--- src/rtl/usb_crc_check.sv ---
// Serial USB CRC checker: accepts LSB-first bits, forwards the payload with the trailing
// CRC field stripped, and reports pass/fail against the protocol residual at end-of-packet.
module usb_crc_check #(
  parameter int unsigned CRC_W    = 16,
  parameter logic [15:0] POLY     = 16'h8005,
  parameter logic [15:0] RESIDUAL = 16'h800D,
  parameter int unsigned MAX_BITS = 8200,
  parameter int unsigned CNT_W    = 14
) (
  input  logic             clock,
  input  logic             reset,
  input  logic             in_valid,
  input  logic             in_bit,
  input  logic             in_eop,
  output logic             out_valid,
  output logic             out_bit,
  output logic             done,
  output logic             crc_ok,
  output logic             crc_err,
  output logic             short_pkt,
  output logic [CNT_W-1:0] bit_count
);

  localparam int unsigned FillW = $clog2(CRC_W + 1);
  localparam logic [FillW-1:0] FillFull = FillW'(CRC_W);
  localparam logic [CNT_W-1:0] CntSat = CNT_W'(MAX_BITS + 1);
  localparam logic [CNT_W-1:0] CntMax = CNT_W'(MAX_BITS);
  localparam logic [CNT_W-1:0] CntMin = CNT_W'(CRC_W);

  typedef enum logic [1:0] {StIdle, StRecv, StCheck} state_e;

  state_e             state_q, state_d;
  logic [CRC_W-1:0]   crc_q, crc_d;
  logic [CRC_W-1:0]   dly_q, dly_d;
  logic [FillW-1:0]   fill_q, fill_d;
  logic [CNT_W-1:0]   cnt_q, cnt_d;
  logic               out_valid_q, out_valid_d;
  logic               out_bit_q, out_bit_d;

  logic               accept;
  logic               fb;
  logic [CRC_W-1:0]   crc_shift;
  logic               short_raw;
  logic               ok_raw;

  // Bits arriving while the result is being reported are dropped.
  assign accept    = in_valid && (state_q != StCheck);
  assign fb        = in_bit ^ crc_q[CRC_W-1];
  assign crc_shift = {crc_q[CRC_W-2:0], 1'b0} ^ (fb ? POLY[CRC_W-1:0] : '0);

  always_comb begin
    state_d = state_q;
    unique case (state_q)
      StIdle: begin
        if (in_eop) begin
          state_d = StCheck;
        end else if (in_valid) begin
          state_d = StRecv;
        end
      end
      StRecv: begin
        if (in_eop) begin
          state_d = StCheck;
        end
      end
      StCheck: state_d = StIdle;
      default: state_d = StIdle;
    endcase
  end

  always_comb begin
    crc_d       = crc_q;
    dly_d       = dly_q;
    fill_d      = fill_q;
    cnt_d       = cnt_q;
    out_valid_d = 1'b0;
    out_bit_d   = out_bit_q;
    if (state_q == StCheck) begin
      crc_d  = '1;
      fill_d = '0;
      cnt_d  = '0;
    end else if (accept) begin
      crc_d = crc_shift;
      dly_d = {dly_q[CRC_W-2:0], in_bit};
      // The newest CRC_W bits may turn out to be the CRC field, so only older bits leave.
      if (fill_q == FillFull) begin
        out_valid_d = 1'b1;
        out_bit_d   = dly_q[CRC_W-1];
      end else begin
        fill_d = fill_q + 1'b1;
      end
      if (cnt_q != CntSat) begin
        cnt_d = cnt_q + 1'b1;
      end
    end
  end

  always_ff @(posedge clock or posedge reset) begin
    if (reset) begin
      state_q     <= StIdle;
      crc_q       <= '1;
      dly_q       <= '0;
      fill_q      <= '0;
      cnt_q       <= '0;
      out_valid_q <= 1'b0;
      out_bit_q   <= 1'b0;
    end else begin
      state_q     <= state_d;
      crc_q       <= crc_d;
      dly_q       <= dly_d;
      fill_q      <= fill_d;
      cnt_q       <= cnt_d;
      out_valid_q <= out_valid_d;
      out_bit_q   <= out_bit_d;
    end
  end

  assign short_raw = cnt_q < CntMin;
  assign ok_raw    = !short_raw && (cnt_q <= CntMax) && (crc_q == RESIDUAL[CRC_W-1:0]);

  assign done      = (state_q == StCheck);
  assign crc_ok    = done && ok_raw;
  assign crc_err   = done && !ok_raw;
  assign short_pkt = done && short_raw;
  assign out_valid = out_valid_q;
  assign out_bit   = out_bit_q;
  assign bit_count = cnt_q;

endmodule

--- config.mk ---
export PLATFORM = sky130hd
export DESIGN_NAME = usb_crc_check
export DESIGN_NICKNAME = d
export VERILOG_FILES = /design/src/rtl/usb_crc_check.sv
export SDC_FILE = /design/constraint.sdc
export NUM_CORES = 1
export LEC_CHECK = 0
export ABC_AREA = 1
export ABC_CLOCK_PERIOD_IN_PS = 3400
export BUFFER_PORTS_ARGS = -buffer_cell sky130_fd_sc_hd__buf_2
export CELL_PAD_IN_SITES_DETAIL_PLACEMENT = 1
export CELL_PAD_IN_SITES_GLOBAL_PLACEMENT = 1
export CORE_ASPECT_RATIO = 0.7
export CORE_MARGIN = 2
export CORE_UTILIZATION = 30
export DETAILED_ROUTE_END_ITERATION = 16
export PLACE_DENSITY = 0.68
export SLEW_MARGIN = 20
export SYNTH_ARGS = -nofsm -noshare
export SYNTH_HDL_FRONTEND = slang
export SYNTH_SLANG_ARGS = --single-unit
--- constraint.sdc ---
create_clock -name clock -period 3.4 [get_ports clock]
set_input_delay 0.68 -clock clock [delete_from_list [all_inputs] [get_ports clock]]
set_output_delay 0.68 -clock clock [all_outputs]
set_load 0.01 [all_outputs]
== Word-level counts from Yosys, hierarchy flattened ==
Cells that the tools add are included.

* Word-level logic and storage cells: 55
* Bits in registers: 55
* Output and inout bits: 20

* Reduce and logical (&&, ||, !) cells: 16
* Multiplexer cells: 16
* Add/subtract/negate cells: 2
* Equality and inequality tests: 9
* Magnitude comparators: 2
* Bitwise operators: 3

{| class="wikitable"
|+ Operators by type and width
! cell !! count
|-
| two-way mux 16 bit || 3
|-
| two-way mux 14 bit || 3
|-
| == test 16 bit (second input constant) || 1
|-
| XOR 16 bit || 1
|-
| two-way mux 5 bit || 3
|-
| adder 14 x 1 -> 14 bit (second input constant) || 1
|-
| <= comparator 14 bit (second input constant) || 1
|-
| < comparator 14 x 5 -> 1 bit (second input constant) || 1
|-
| inequality test 14 bit (second input constant) || 1
|-
| AND reduction 2 bit || 4
|-
| logical AND 1 bit || 6
|-
| two-way mux 2 bit || 3
|-
| inequality test 2 bit (second input constant) || 3
|-
| adder 5 x 1 -> 5 bit (second input constant) || 1
|-
| == test 5 bit (second input constant) || 1
|-
| case mux 2 bit (2 select lines) || 1
|-
| nonzero test 2 bit || 2
|-
| two-way mux 1 bit || 3
|-
| inequality test 3 bit (second input constant) || 1
|-
| AND reduction 3 bit || 1
|-
| == test 2 x 1 -> 1 bit (second input constant) || 1
|-
| == test 2 bit (second input constant) || 1
|-
| logical NOT 1 bit || 2
|-
| logical NOT 2 bit || 1
|-
| other kinds (2) || 2
|}

== Depth between registers and ports, before layout ==
Gate-level depths: netlist of the first run.

* Word-level depth: 6
* Depth in mapped cells: 9

== Worst setup path before layout of the first run ==
OpenSTA, ideal clock, no wires.

* Path type: reg2out
* Start: register cnt_q[6] (netlist: bit_count[6])
* End: output crc_ok
* Required time: 2.720 ns
* Cell stages (with the launch flop): 8
* Arrival: 1.318 ns
* Setup slack: 1.402 ns
* Buffers on the path: 0
* Path through: dfrtp_1 nor2_1 nand2_1 nor2_2 nand2_1 o21ai_0 nand2_1 nor2_1

* Word-level cells in the longest chain between the ends: 5

{| class="wikitable"
|+ Ends and longest elaborated chain
! item !! line !! source
|-
| from (decl) || 36 || <nowiki>logic [CNT_W-1:0] cnt_q, cnt_d;</nowiki>
|-
| from (signal assigned) || 112 || <nowiki>cnt_q <= cnt_d;</nowiki>
|-
| < comparator 14 x 5 -> 1 bit || 118 || <nowiki>assign short_raw = cnt_q < CntMin;</nowiki>
|-
| logical NOT 1 bit || 119 || <nowiki>assign ok_raw = !short_raw && (cnt_q <= CntMax) && (crc_q == RESIDUAL[CRC_W-1:0]);</nowiki>
|-
| logical AND 1 bit (*) (2 in series) || 119 ||
|-
| logical AND 1 bit (*) || 122 || <nowiki>assign crc_ok = done && ok_raw;</nowiki>
|-
| to (decl) || 18 || <nowiki>output logic crc_ok,</nowiki>
|}

Mark *: on every way between the ends. The rest lies on a longest branch, timed or not.

== Worst setup path after layout of the first run ==
Same ends and word-level chain as after synthesis.

==> impl_metrics.ini, run 1 <==
[status]
run_status = complete, no violations

[cts]
clock-root-buffer = sky130_fd_sc_hd__clkbuf_16
clk-insertion-delay-late_ps = 300
h-tree-depth = 2
post_cts_hold_buffer_count = 0
clock_tree.buffer_depth = 2
clk_pin_slew_ps = 80
postCtsSetupBuffers = 0
numCtsBuffers = 5
numClockSinks = 55
clock_tree_from_tritoncts = built
post_cts_resize_count = 0

[pwr]
combinationalPowerShare_pct = 14.5
total_leakage_power_nw = 1.56
p_clk_share_pct = 33.7
power_switching_mw = 0.472
seq_power_share_pct = 51.8
p_int_mw = 1.11
swShare_pct = 29.9
vdd.ir_drop.worst_v = 0.000211
power_density_nw_per_um2 = 503

[floorplanning]
die_y_um = 83.9
row_count = 29
fp.coreArea_um2 = 8960
die_width_um = 118
top_level_ports = 25
starting_density_of_the_core_pct = 30.5
die_area_um2 = 9910

[hold_path]
holdCritPathClass = flip-flop to flip-flop

[worst_setup_path]
cp_data_arrival_time_ps = 1930
kind_of_end_point_of_the_critical_path = output port
crit_path_max_incr_delay_ps = 440
critPathSlowestCell = sky130_fd_sc_hd__dfrtp_1
most_common_cell_type_on_the_critical_path = sky130_fd_sc_hd__nand2_1
timing.reg2reg.setup_slack_ps = 1360
reg2regPathDepth = 6
timing.critical_path.buf_inv = 1
cp_launch_type = flip-flop
critical_path.max_fanout = 7
timing.critical_path.cells = nor2_1 -> nand2_1 -> nor2_2 -> nand2_1 -> o21ai_0 -> nand2_1 -> nor2_1 -> buf_2
critical_path.reg2reg.startpoint = state_q[1]$_DFFE_PP0P_
worst_setup_path_endpoint = crc_ok
timing.critical_path.required_ps = 2720
regToRegEndpoint = bit_count[1]$_DFFE_PP0P_
critical_path_depth = 8
worstSetupStartpoint = bit_count[6]$_DFFE_PP0P_
worst_path_dominant_cell_family = simple AND/OR/NAND/NOR gates
worst-setup-path-type = flip-flop to output port

[drt]
route.detailed.wl_per_inst_um = 13.7
dr.pass1.iters = 4
drt_wl_total_um = 6570
final_antenna_net_count = 0
drc_errors = 0
detail_route.iter0.violations = 166
routed-via-count = 2198
detail_route.vias_per_cell = 4.59

[synth]
synth-seq-area-share_pct = 51.1
synthXorXnorAreaFrac_pct = 2.88
synth_most_common_cell = sky130_fd_sc_hd__nand2_1
yosysWarningCount = 0
largest_family_of_logic_cells_by_synthesized_area = simple AND/OR/NAND/NOR gates
syn-mean-instance-area_um2 = 8.36
synth_commonest_cells = sky130_fd_sc_hd__nand2_1, sky130_fd_sc_hd__dfrtp_1, sky130_fd_sc_hd__inv_1
synth_top_cell_area_share_pct = 35.7
syn_area_um2 = 2730
synth_largest_area_cell = sky130_fd_sc_hd__dfrtp_1
synthFlopType = sky130_fd_sc_hd__dfrtp_1
synth-edff-count = 0
synthesis.nets = 336
postSynth.asyncResetShare_pct = 100
post_synth_num_cell_types = 33
synth_area_leaders = sky130_fd_sc_hd__dfrtp_1, sky130_fd_sc_hd__dfstp_2, sky130_fd_sc_hd__nand2_1
area_fraction_in_compound_gates_after_synthesis_pct = 10.2
synthAdderAreaFrac_pct = 1.83
synth.ff_latch_count = 55
synth_mux_area_share_pct = 0
post_synth_inst_count = 327
synth_simple_gate_area_share_pct = 27.1

[global_routing]
global_route.usage.total_pct = 14.1
wire_length_of_the_first_global_routing_pass_um = 11200
maximum_number_of_pins_on_one_net_before_global_route_repair = 34
grt_antenna_before_repair = 0
grt_overflow = 0
grt_pass1_vias = 2184

[timing]
post-route-period-util_pct = 76.8
worst_clock_skew_ps = 5.71
slew_violations = 0
fmax_ghz = 0.383
timing.final.crit_period_ps = 2610
timing_hold_violations_final = 0
post-route-worst-setup-slack_ps = 787
worstMarginPinSlew_ps = 695
timing.slew.headroom_pct = 53.6
timing.setup.tns_ps = 0
setup_viol = 0
grt_setup_unrepaired = no

[place]
dpl_worst_slack_ps = 1140
detailed_place_hpwl_um = 4820
numPortBuffers = 24
place.gp.congestion = 0.880

[cells_and_area]
nNetsFinal = 363
syn_to_final_growth_pct = 14.9
drive_above_1_share_pct = 19.4
layout.filler_cells = 1090
antenna_cells_inserted = 0

[flow_run]
max_cap_violations = 0
-- cell usage in the layout, fill, tap and decap left out, types with 3 or more instances in the layout --
cell / netlist / routed
sky130_fd_sc_hd__nand2_2: 3 / 3
sky130_fd_sc_hd__inv_1: 35 / 34
sky130_fd_sc_hd__dfstp_2: 16 / 16
sky130_fd_sc_hd__o21ai_0: 14 / 14
sky130_fd_sc_hd__nand2_1: 102 / 102
sky130_fd_sc_hd__nand4_1: 10 / 10
sky130_fd_sc_hd__o21ai_2: 3 / 3
sky130_fd_sc_hd__buf_2: 5 / 24
sky130_fd_sc_hd__ha_1: 4 / 4
sky130_fd_sc_hd__buf_4: 0 / 3
sky130_fd_sc_hd__a22oi_1: 13 / 13
sky130_fd_sc_hd__clkbuf_16: 0 / 5
sky130_fd_sc_hd__dfrtp_1: 39 / 39
sky130_fd_sc_hd__nand3_1: 19 / 19
sky130_fd_sc_hd__xor2_1: 7 / 7
sky130_fd_sc_hd__nor2_1: 32 / 32
-- per-layer routing --
| layer | GRT usage [%] | routed length (µm) |
|---|---|---|
| met5 | 0 | 0 |
| met4 | 2.96 | 62 |
| met3 | 2.94 | 232 |
| met2 | 20.7 | 2680 |
| met1 | 21.4 | 3600 |
-- state kept, by name, indices dropped and copies added, names as in the netlist --
| name | cells |
|---|---|
| out_bit | 1 |
| fill_q | 5 |
| out_valid | 1 |
| bit_count | 14 |
| state_q | 2 |
| dly_q | 16 |
| crc_q | 16 |
-- worst min-delay path by stage --
stage	end	startpoint	cells past startpoint	slack [ps]
after CTS	dly_q[6]$_DFFE_PP0P_	dly_q[6]$_DFFE_PP0P_	2	480
after floorplan	state_q[1]$_DFFE_PP0P_	state_q[1]$_DFFE_PP0P_	1	440
after detailed placement	dly_q[6]$_DFFE_PP0P_	dly_q[6]$_DFFE_PP0P_	2	460
final	dly_q[3]$_DFFE_PP0P_	dly_q[2]$_DFFE_PP0P_	2	470
after global routing	state_q[1]$_DFFE_PP0P_	state_q[1]$_DFFE_PP0P_	1	500
after global placement	dly_q[6]$_DFFE_PP0P_	dly_q[6]$_DFFE_PP0P_	2	450
-- power by group through the flow --
stage,combinational (mW),clock (mW),sequential (mW)
floorplan,0.169,0,0.814
global route,0.266,0.570,0.831
finish,0.229,0.531,0.818
global placement,0.224,0,0.827
CTS,0.235,0.546,0.818
detailed placement,0.234,0,0.831
-- through the flow --
step                hold WS (ps)  utilization [%]  area [µm²]  power [mW]  cells
global route                 496             35.0        3140        1.67    479
floorplan                    441                -        2730       0.983    327
CTS                          478             35.0        3140        1.60    479
detailed placement           459             33.4        2990        1.07    471
global placement             454             33.4        2990        1.05    471
finish                       474             35.0        3140        1.58    479
-- cells by family (layout without fill, tap and decap cells) --
group | count (synthesis) | in the layout
flops | 55 | 55
buf+inv | 45 | 73
fa+ha+maj | 4 | 4
xor+xnor | 9 | 9
simple gates | 173 | 173
compound gates | 41 | 41
-- final cells by class --
| cell class | count | area (µm²) | area share [%] |
|---|---|---|---|
| tap | 124 | 155 | 4.94 |
| clock buffer | 5 | 125 | 3.98 |
| multi-input combinational | 227 | 1150 | 36.5 |
| timing repair buffer | 27 | 143 | 4.54 |
| inverter | 38 | 150 | 4.78 |
| clock inverter | 3 | 23.8 | 0.757 |
| sequential | 55 | 1400 | 44.5 |
-- worst register-to-register path, stage by stage (launching register included) --
cell                       delay, ps
sky130_fd_sc_hd__dfrtp_1         410
sky130_fd_sc_hd__nand2_2         310
sky130_fd_sc_hd__clkinv_4        230
sky130_fd_sc_hd__nor2_4          460
sky130_fd_sc_hd__buf_4           290
sky130_fd_sc_hd__nand2_1         110
sky130_fd_sc_hd__o22ai_1         160
(Power assumes the default switching activity.)
==> inputs of run 2 (changes only) <==
--- a/config.mk
+++ b/config.mk
@@ -6,7 +6,7 @@
 export NUM_CORES = 1
 export LEC_CHECK = 0
 export ABC_AREA = 1
-export ABC_CLOCK_PERIOD_IN_PS = 3400
+export ABC_CLOCK_PERIOD_IN_PS = 2260
 export BUFFER_PORTS_ARGS = -buffer_cell sky130_fd_sc_hd__buf_2
 export CELL_PAD_IN_SITES_DETAIL_PLACEMENT = 1
 export CELL_PAD_IN_SITES_GLOBAL_PLACEMENT = 1
@@ -14,7 +14,7 @@
 export CORE_MARGIN = 2
 export CORE_UTILIZATION = 30
 export DETAILED_ROUTE_END_ITERATION = 16
-export PLACE_DENSITY = 0.68
+export PLACE_DENSITY = 0.7
 export SLEW_MARGIN = 20
 export SYNTH_ARGS = -nofsm -noshare
 export SYNTH_HDL_FRONTEND = slang
==> constraint.sdc (replaced) <==
create_clock -name clock -period 2.26 [get_ports clock]
set_input_delay 0.452 -clock clock [delete_from_list [all_inputs] [get_ports clock]]
set_output_delay 0.452 -clock clock [all_outputs]
set_load 0.01 [all_outputs]
==> run 2 against run 1 <==
Net effect:
- power increased by 63%
- die area unchanged
- non-clock buffer count increased by 3
- cell area increased by 3.1%
- largest power group unchanged
- largest cell class unchanged
- cell count increased by 0.63%
- first-iteration DRC count decreased by 24%
==> impl_metrics.ini, run 2 (same netlist as run 1, synthesis figures left out) <==
[place]
detailed_place_hpwl_um = 5090
post-place-cells = 474
numPortBuffers = 24
place.gp.congestion = 0.803

[cts]
clock_tree_from_tritoncts = built
numCtsBuffers = 5
clk_pin_slew_ps = 70
post_cts_hold_buffer_count = 0
numClockSinks = 55
clock-root-buffer = sky130_fd_sc_hd__clkbuf_16
postCtsSetupBuffers = 0
clk-insertion-delay-late_ps = 290
h-tree-depth = 2
clock_tree.buffer_depth = 2

[global_routing]
global_route.usage.total_pct = 15.3
grt_pass1_vias = 2414
grt_antenna_before_repair = 0
wire_length_of_the_first_global_routing_pass_um = 12200
maximum_number_of_pins_on_one_net_before_global_route_repair = 39
grt_overflow = 0

[worst_setup_path]
crit_path_max_incr_delay_ps = 450
worstSetupStartpoint = bit_count[4]$_DFFE_PP0P_
regToRegEndpoint = bit_count[6]$_DFFE_PP0P_
timing.critical_path.buf_inv = 1
most_common_cell_type_on_the_critical_path = sky130_fd_sc_hd__nand2_1
worst-setup-path-type = flip-flop to output port
kind_of_end_point_of_the_critical_path = output port
critical_path.max_fanout = 6
critPathSlowestCell = sky130_fd_sc_hd__dfrtp_2
critical_path_depth = 8
critical_path.reg2reg.startpoint = bit_count[0]$_DFFE_PP0P_
timing.critical_path.cells = nor2_2 -> nand2_1 -> nor2_4 -> nand2_1 -> o21ai_2 -> nand2_1 -> nor2_1 -> buf_2
cp_launch_type = flip-flop
cp_data_arrival_time_ps = 1700
timing.reg2reg.setup_slack_ps = 500
timing.critical_path.required_ps = 1810
worst_path_dominant_cell_family = simple AND/OR/NAND/NOR gates
reg2regPathDepth = 6
worst_setup_path_endpoint = crc_ok

[pwr]
p_int_mw = 1.89
combinationalPowerShare_pct = 13.6
power_density_nw_per_um2 = 796
total_leakage_power_nw = 1.60
swShare_pct = 26.7
power_switching_mw = 0.688
seq_power_share_pct = 47.7
p_clk_share_pct = 38.6
vdd.ir_drop.worst_v = 0.000279

[cells_and_area]
drive_above_1_share_pct = 22.1
nNetsFinal = 366
fin_cells = 482
syn_to_final_growth_pct = 18.4
layout_commonest_cell = sky130_fd_sc_hd__nand2_1
antenna_cells_inserted = 0
mostFrequentLayoutCells = sky130_fd_sc_hd__nand2_1, sky130_fd_sc_hd__dfrtp_1, sky130_fd_sc_hd__inv_1

[drt]
routed-via-count = 2273
final_antenna_net_count = 0
dr.pass1.iters = 4
drc_errors = 0
route.detailed.wl_per_inst_um = 14.5
detail_route.iter0.violations = 126
detail_route.vias_per_cell = 4.72
drt_wl_total_um = 6970

[floorplanning]
top_level_ports = 25
die_area_um2 = 9910
row_count = 29
starting_density_of_the_core_pct = 30.5
fp.coreArea_um2 = 8960
die_y_um = 83.9
die_width_um = 118

[timing]
worstMarginPinSlew_ps = 423
fmax_ghz = 0.465
timing_hold_violations_final = 0
timing.setup.tns_ps = 0
timing.final.crit_period_ps = 2150
post-route-period-util_pct = 95.1
setup_viol = 0
timing.slew.headroom_pct = 71.7
timing.hold.ws_ps = 143
slew_violations = 0
worst_clock_skew_ps = 8.72
grt_setup_unrepaired = no

[status]
run_status = complete, no violations

[hold_path]
holdCritPathClass = primary input to async pin

[flow_run]
max_cap_violations = 0
## run 2: cell types whose count changed in the layout (fill, tap and decap cells not counted), sizes merged
cell and change:
buf +3, bufinv +2, clkinvlp -2, clkbuf +1, inv -1
## run 2: per-layer routing
metal	share of wire, %	routed length, µm	vias to the layer above	global-route usage [%]
met5	0	0	-	0
met4	1.0	73	0	4.82
met3	4.0	278	5	2.60
met2	45	3120	32	23.1
met1	50	3500	1127	22.4
li1	-	-	1109	-
## run 2: what timing repair did
action / in CTS / in global routing
pin swaps: 0 / 1
gates cloned: 0 / 0
gates resized for setup: 3 / 7
setup endpoints to repair: 2 / 2
## run 2: power by group through the flow
stage | clock network [mW] | logic (mW) | registers (mW)
final | 0.996 | 0.351 | 1.23
after global routing | 1.05 | 0.409 | 1.25
after CTS | 1.02 | 0.361 | 1.23
after detailed placement | 0 | 0.357 | 1.25
after global placement | 0 | 0.343 | 1.24
after floorplan | 0 | 0.254 | 1.22
## run 2: area by class of cell
type	instances	area, µm²
multi-input cells	227	1170
flip-flops and latches	55	1400
well taps	124	155
fillers	1096	5720
repair buffers	30	178
inverters	38	150
clock inverters	2	60.1
clock buffers	6	129
## run 2: through the flow
| stage | area (µm²) | worst slack [ps] | total power, mW | util (%) |
|---|---|---|---|---|
| after global placement | 3030 | 276 | 1.58 | 33.8 |
| after detailed placement | 3030 | 151 | 1.61 | 33.8 |
| final | 3240 | 110 | 2.58 | 36.1 |
| after global routing | 3240 | 3.67 | 2.71 | 36.1 |
| after floorplan | 2730 | 490 | 1.48 | - |
| after CTS | 3220 | 21.7 | 2.62 | 36.0 |
## run 2: worst min-delay path by stage
stage,end,from,depth (start not counted),slack [ps]
2_1_floorplan,state_q[1]$_DFFE_PP0P_,state_q[1]$_DFFE_PP0P_,1,440
3_3_place_gp,dly_q[5]$_DFFE_PP0P_,dly_q[5]$_DFFE_PP0P_,2,450
3_5_place_dp,dly_q[6]$_DFFE_PP0P_,dly_q[6]$_DFFE_PP0P_,2,460
4_1_cts,dly_q[8]$_DFFE_PP0P_,reset,2,150
5_1_grt,dly_q[9]$_DFFE_PP0P_,reset,2,180
6_report,dly_q[8]$_DFFE_PP0P_,reset,2,140
==> inputs of run 3 (changes only) <==
--- a/config.mk
+++ b/config.mk
@@ -12,9 +12,9 @@
 export CELL_PAD_IN_SITES_GLOBAL_PLACEMENT = 1
 export CORE_ASPECT_RATIO = 0.7
 export CORE_MARGIN = 2
-export CORE_UTILIZATION = 30
+export CORE_UTILIZATION = 40
 export DETAILED_ROUTE_END_ITERATION = 16
-export PLACE_DENSITY = 0.7
+export PLACE_DENSITY = 0.86
 export SLEW_MARGIN = 20
 export SYNTH_ARGS = -nofsm -noshare
 export SYNTH_HDL_FRONTEND = slang
==> run 3 against run 2 <==
Net effect:
- sequential power is essentially flat
- cell area shrank 2.4%
- clock skew grew 12 ps
==> impl_metrics.ini, run 3 (same netlist as run 1, synthesis figures left out) <==
[status]
run_status = complete, no violations

[cells_and_area]
antenna_cells_inserted = 0
final_core_utilization_pct = 47.2
layout_commonest_cell = sky130_fd_sc_hd__nand2_1
fin_cells = 458
drive_above_1_share_pct = 24.5
nNetsFinal = 372
mostFrequentLayoutCells = sky130_fd_sc_hd__nand2_1, sky130_fd_sc_hd__inv_1, sky130_fd_sc_hd__dfrtp_1
syn_to_final_growth_pct = 15.7
layout.filler_cells = 838

[hold_path]
holdCritPathClass = primary input to async pin

[floorplanning]
fp.coreArea_um2 = 6690
row_count = 25
starting_density_of_the_core_pct = 40.8
top_level_ports = 25
die_width_um = 103
die_area_um2 = 7520
die_y_um = 73.2

[cts]
numCtsBuffers = 5
clock-root-buffer = sky130_fd_sc_hd__clkbuf_8
clock_tree.buffer_depth = 2
clk-insertion-delay-late_ps = 320
numClockSinks = 55
clk_pin_slew_ps = 110
clock_tree_from_tritoncts = built
h-tree-depth = 2

[timing]
worst_clock_skew_ps = 21.0
fmax_ghz = 0.466
worstMarginPinSlew_ps = 462
timing.slew.headroom_pct = 69.1
timing.final.crit_period_ps = 2150
post-route-worst-setup-slack_ps = 114
post-route-period-util_pct = 95.0
timing_hold_violations_final = 0
slew_violations = 0
setup_viol = 0
timing.setup.tns_ps = 0

[flow_run]
max_cap_violations = 0

[place]
dpl_worst_slack_ps = 253
place.gp.congestion = 0.868
detailed_place_hpwl_um = 5090
post-place-cells = 445
numPortBuffers = 24

[drt]
route.detailed.wl_per_inst_um = 15.9
drc_errors = 0
routed-via-count = 2352
final_antenna_net_count = 0
drt_wl_total_um = 7260
detail_route.iter0.violations = 171
detail_route.vias_per_cell = 5.14
dr.pass1.iters = 4

[worst_setup_path]
kind_of_end_point_of_the_critical_path = output port
timing.critical_path.required_ps = 1810
cp_data_arrival_time_ps = 1690
critical_path.max_fanout = 6
cp_launch_type = flip-flop
worst-setup-path-type = flip-flop to output port

[pwr]
vdd.ir_drop.worst_v = 0.000362
total_leakage_power_nw = 1.58
power_density_nw_per_um2 = 725

[global_routing]
grt_overflow = 0
maximum_number_of_pins_on_one_net_before_global_route_repair = 23
grt_antenna_before_repair = 0
wire_length_of_the_first_global_routing_pass_um = 11700
grt_pass1_vias = 2352
global_route.usage.total_pct = 20.2
[run 3: worst paths after layout]
kind | from | end | slack [ps] | cells after the start
min in group clock | in_eop | state_q[0]$_DFFE_PP0P_ | 280 | 2
hold / removal | reset | dly_q[8]$_DFFE_PP0P_ | 120 | 2
setup / recovery | bit_count[8]$_DFFE_PP0P_ | crc_ok | 110 | 8
setup reg to reg | bit_count[0]$_DFFE_PP0P_ | bit_count[8]$_DFFE_PP0P_ | 460 | 8
max in group asynchronous | reset | crc_q[4]$_DFFE_PP1P_ | 1460 | 3
hold reg to reg | dly_q[1]$_DFFE_PP0P_ | dly_q[2]$_DFFE_PP0P_ | 470 | 2
[run 3: metal layers]
| layer | track usage, % | routed length (µm) | up-vias |
|---|---|---|---|
| met5 | 0 | 0 | - |
| met4 | 5.70 | 90 | 0 |
| met3 | 3.45 | 255 | 12 |
| met2 | 32.0 | 3330 | 58 |
| met1 | 28.8 | 3580 | 1164 |
| li1 | - | - | 1118 |
[run 3: area by class of cell]
type	instances	area, µm²	share of cell area (%)
Clock buffer	5	68.8	2.18
Clock inverter	3	46.3	1.46
Inverter	38	150	4.75
Multi-Input combinational cell	227	1160	36.8
Sequential cell	55	1410	44.4
Tap cell	94	118	3.72
Timing Repair Buffer	36	210	6.65
[run 3: metrics by stage]
step,cell area [µm²],hold WS [ps],power [mW]
2_1_floorplan,2730,441,1.48
3_3_place_gp,2980,452,1.57
3_5_place_dp,2980,459,1.61
4_1_cts,3110,135,2.31
5_1_grt,3160,160,2.42
6_report,3160,120,2.29
[run 3: critical path, cell delays in order, from the launching register on]
cell and delay (ps):
sky130_fd_sc_hd__dfrtp_2 470, sky130_fd_sc_hd__nor2_2 170, sky130_fd_sc_hd__nand2_1 120, sky130_fd_sc_hd__nor2_4 130
sky130_fd_sc_hd__nand2_1 70, sky130_fd_sc_hd__o21ai_2 140, sky130_fd_sc_hd__nand2_1 60, sky130_fd_sc_hd__nor2_1 80
sky130_fd_sc_hd__buf_2 130
[run 3: power by group]
group | internal (mW) | total [mW] | switching (mW)
combinational | 0.130 | 0.363 | 0.232
clock | 0.335 | 0.698 | 0.363
sequential | 1.13 | 1.23 | 0.105
total | 1.59 | 2.29 | 0.700
[run 3: timing repair]
item,4_1_cts,5_1_grt
setup buffers,0,5
gates resized for setup,5,8
setup endpoints to repair,2,2
pin swaps,0,1
cloned,0,0
hold buffers,0,0
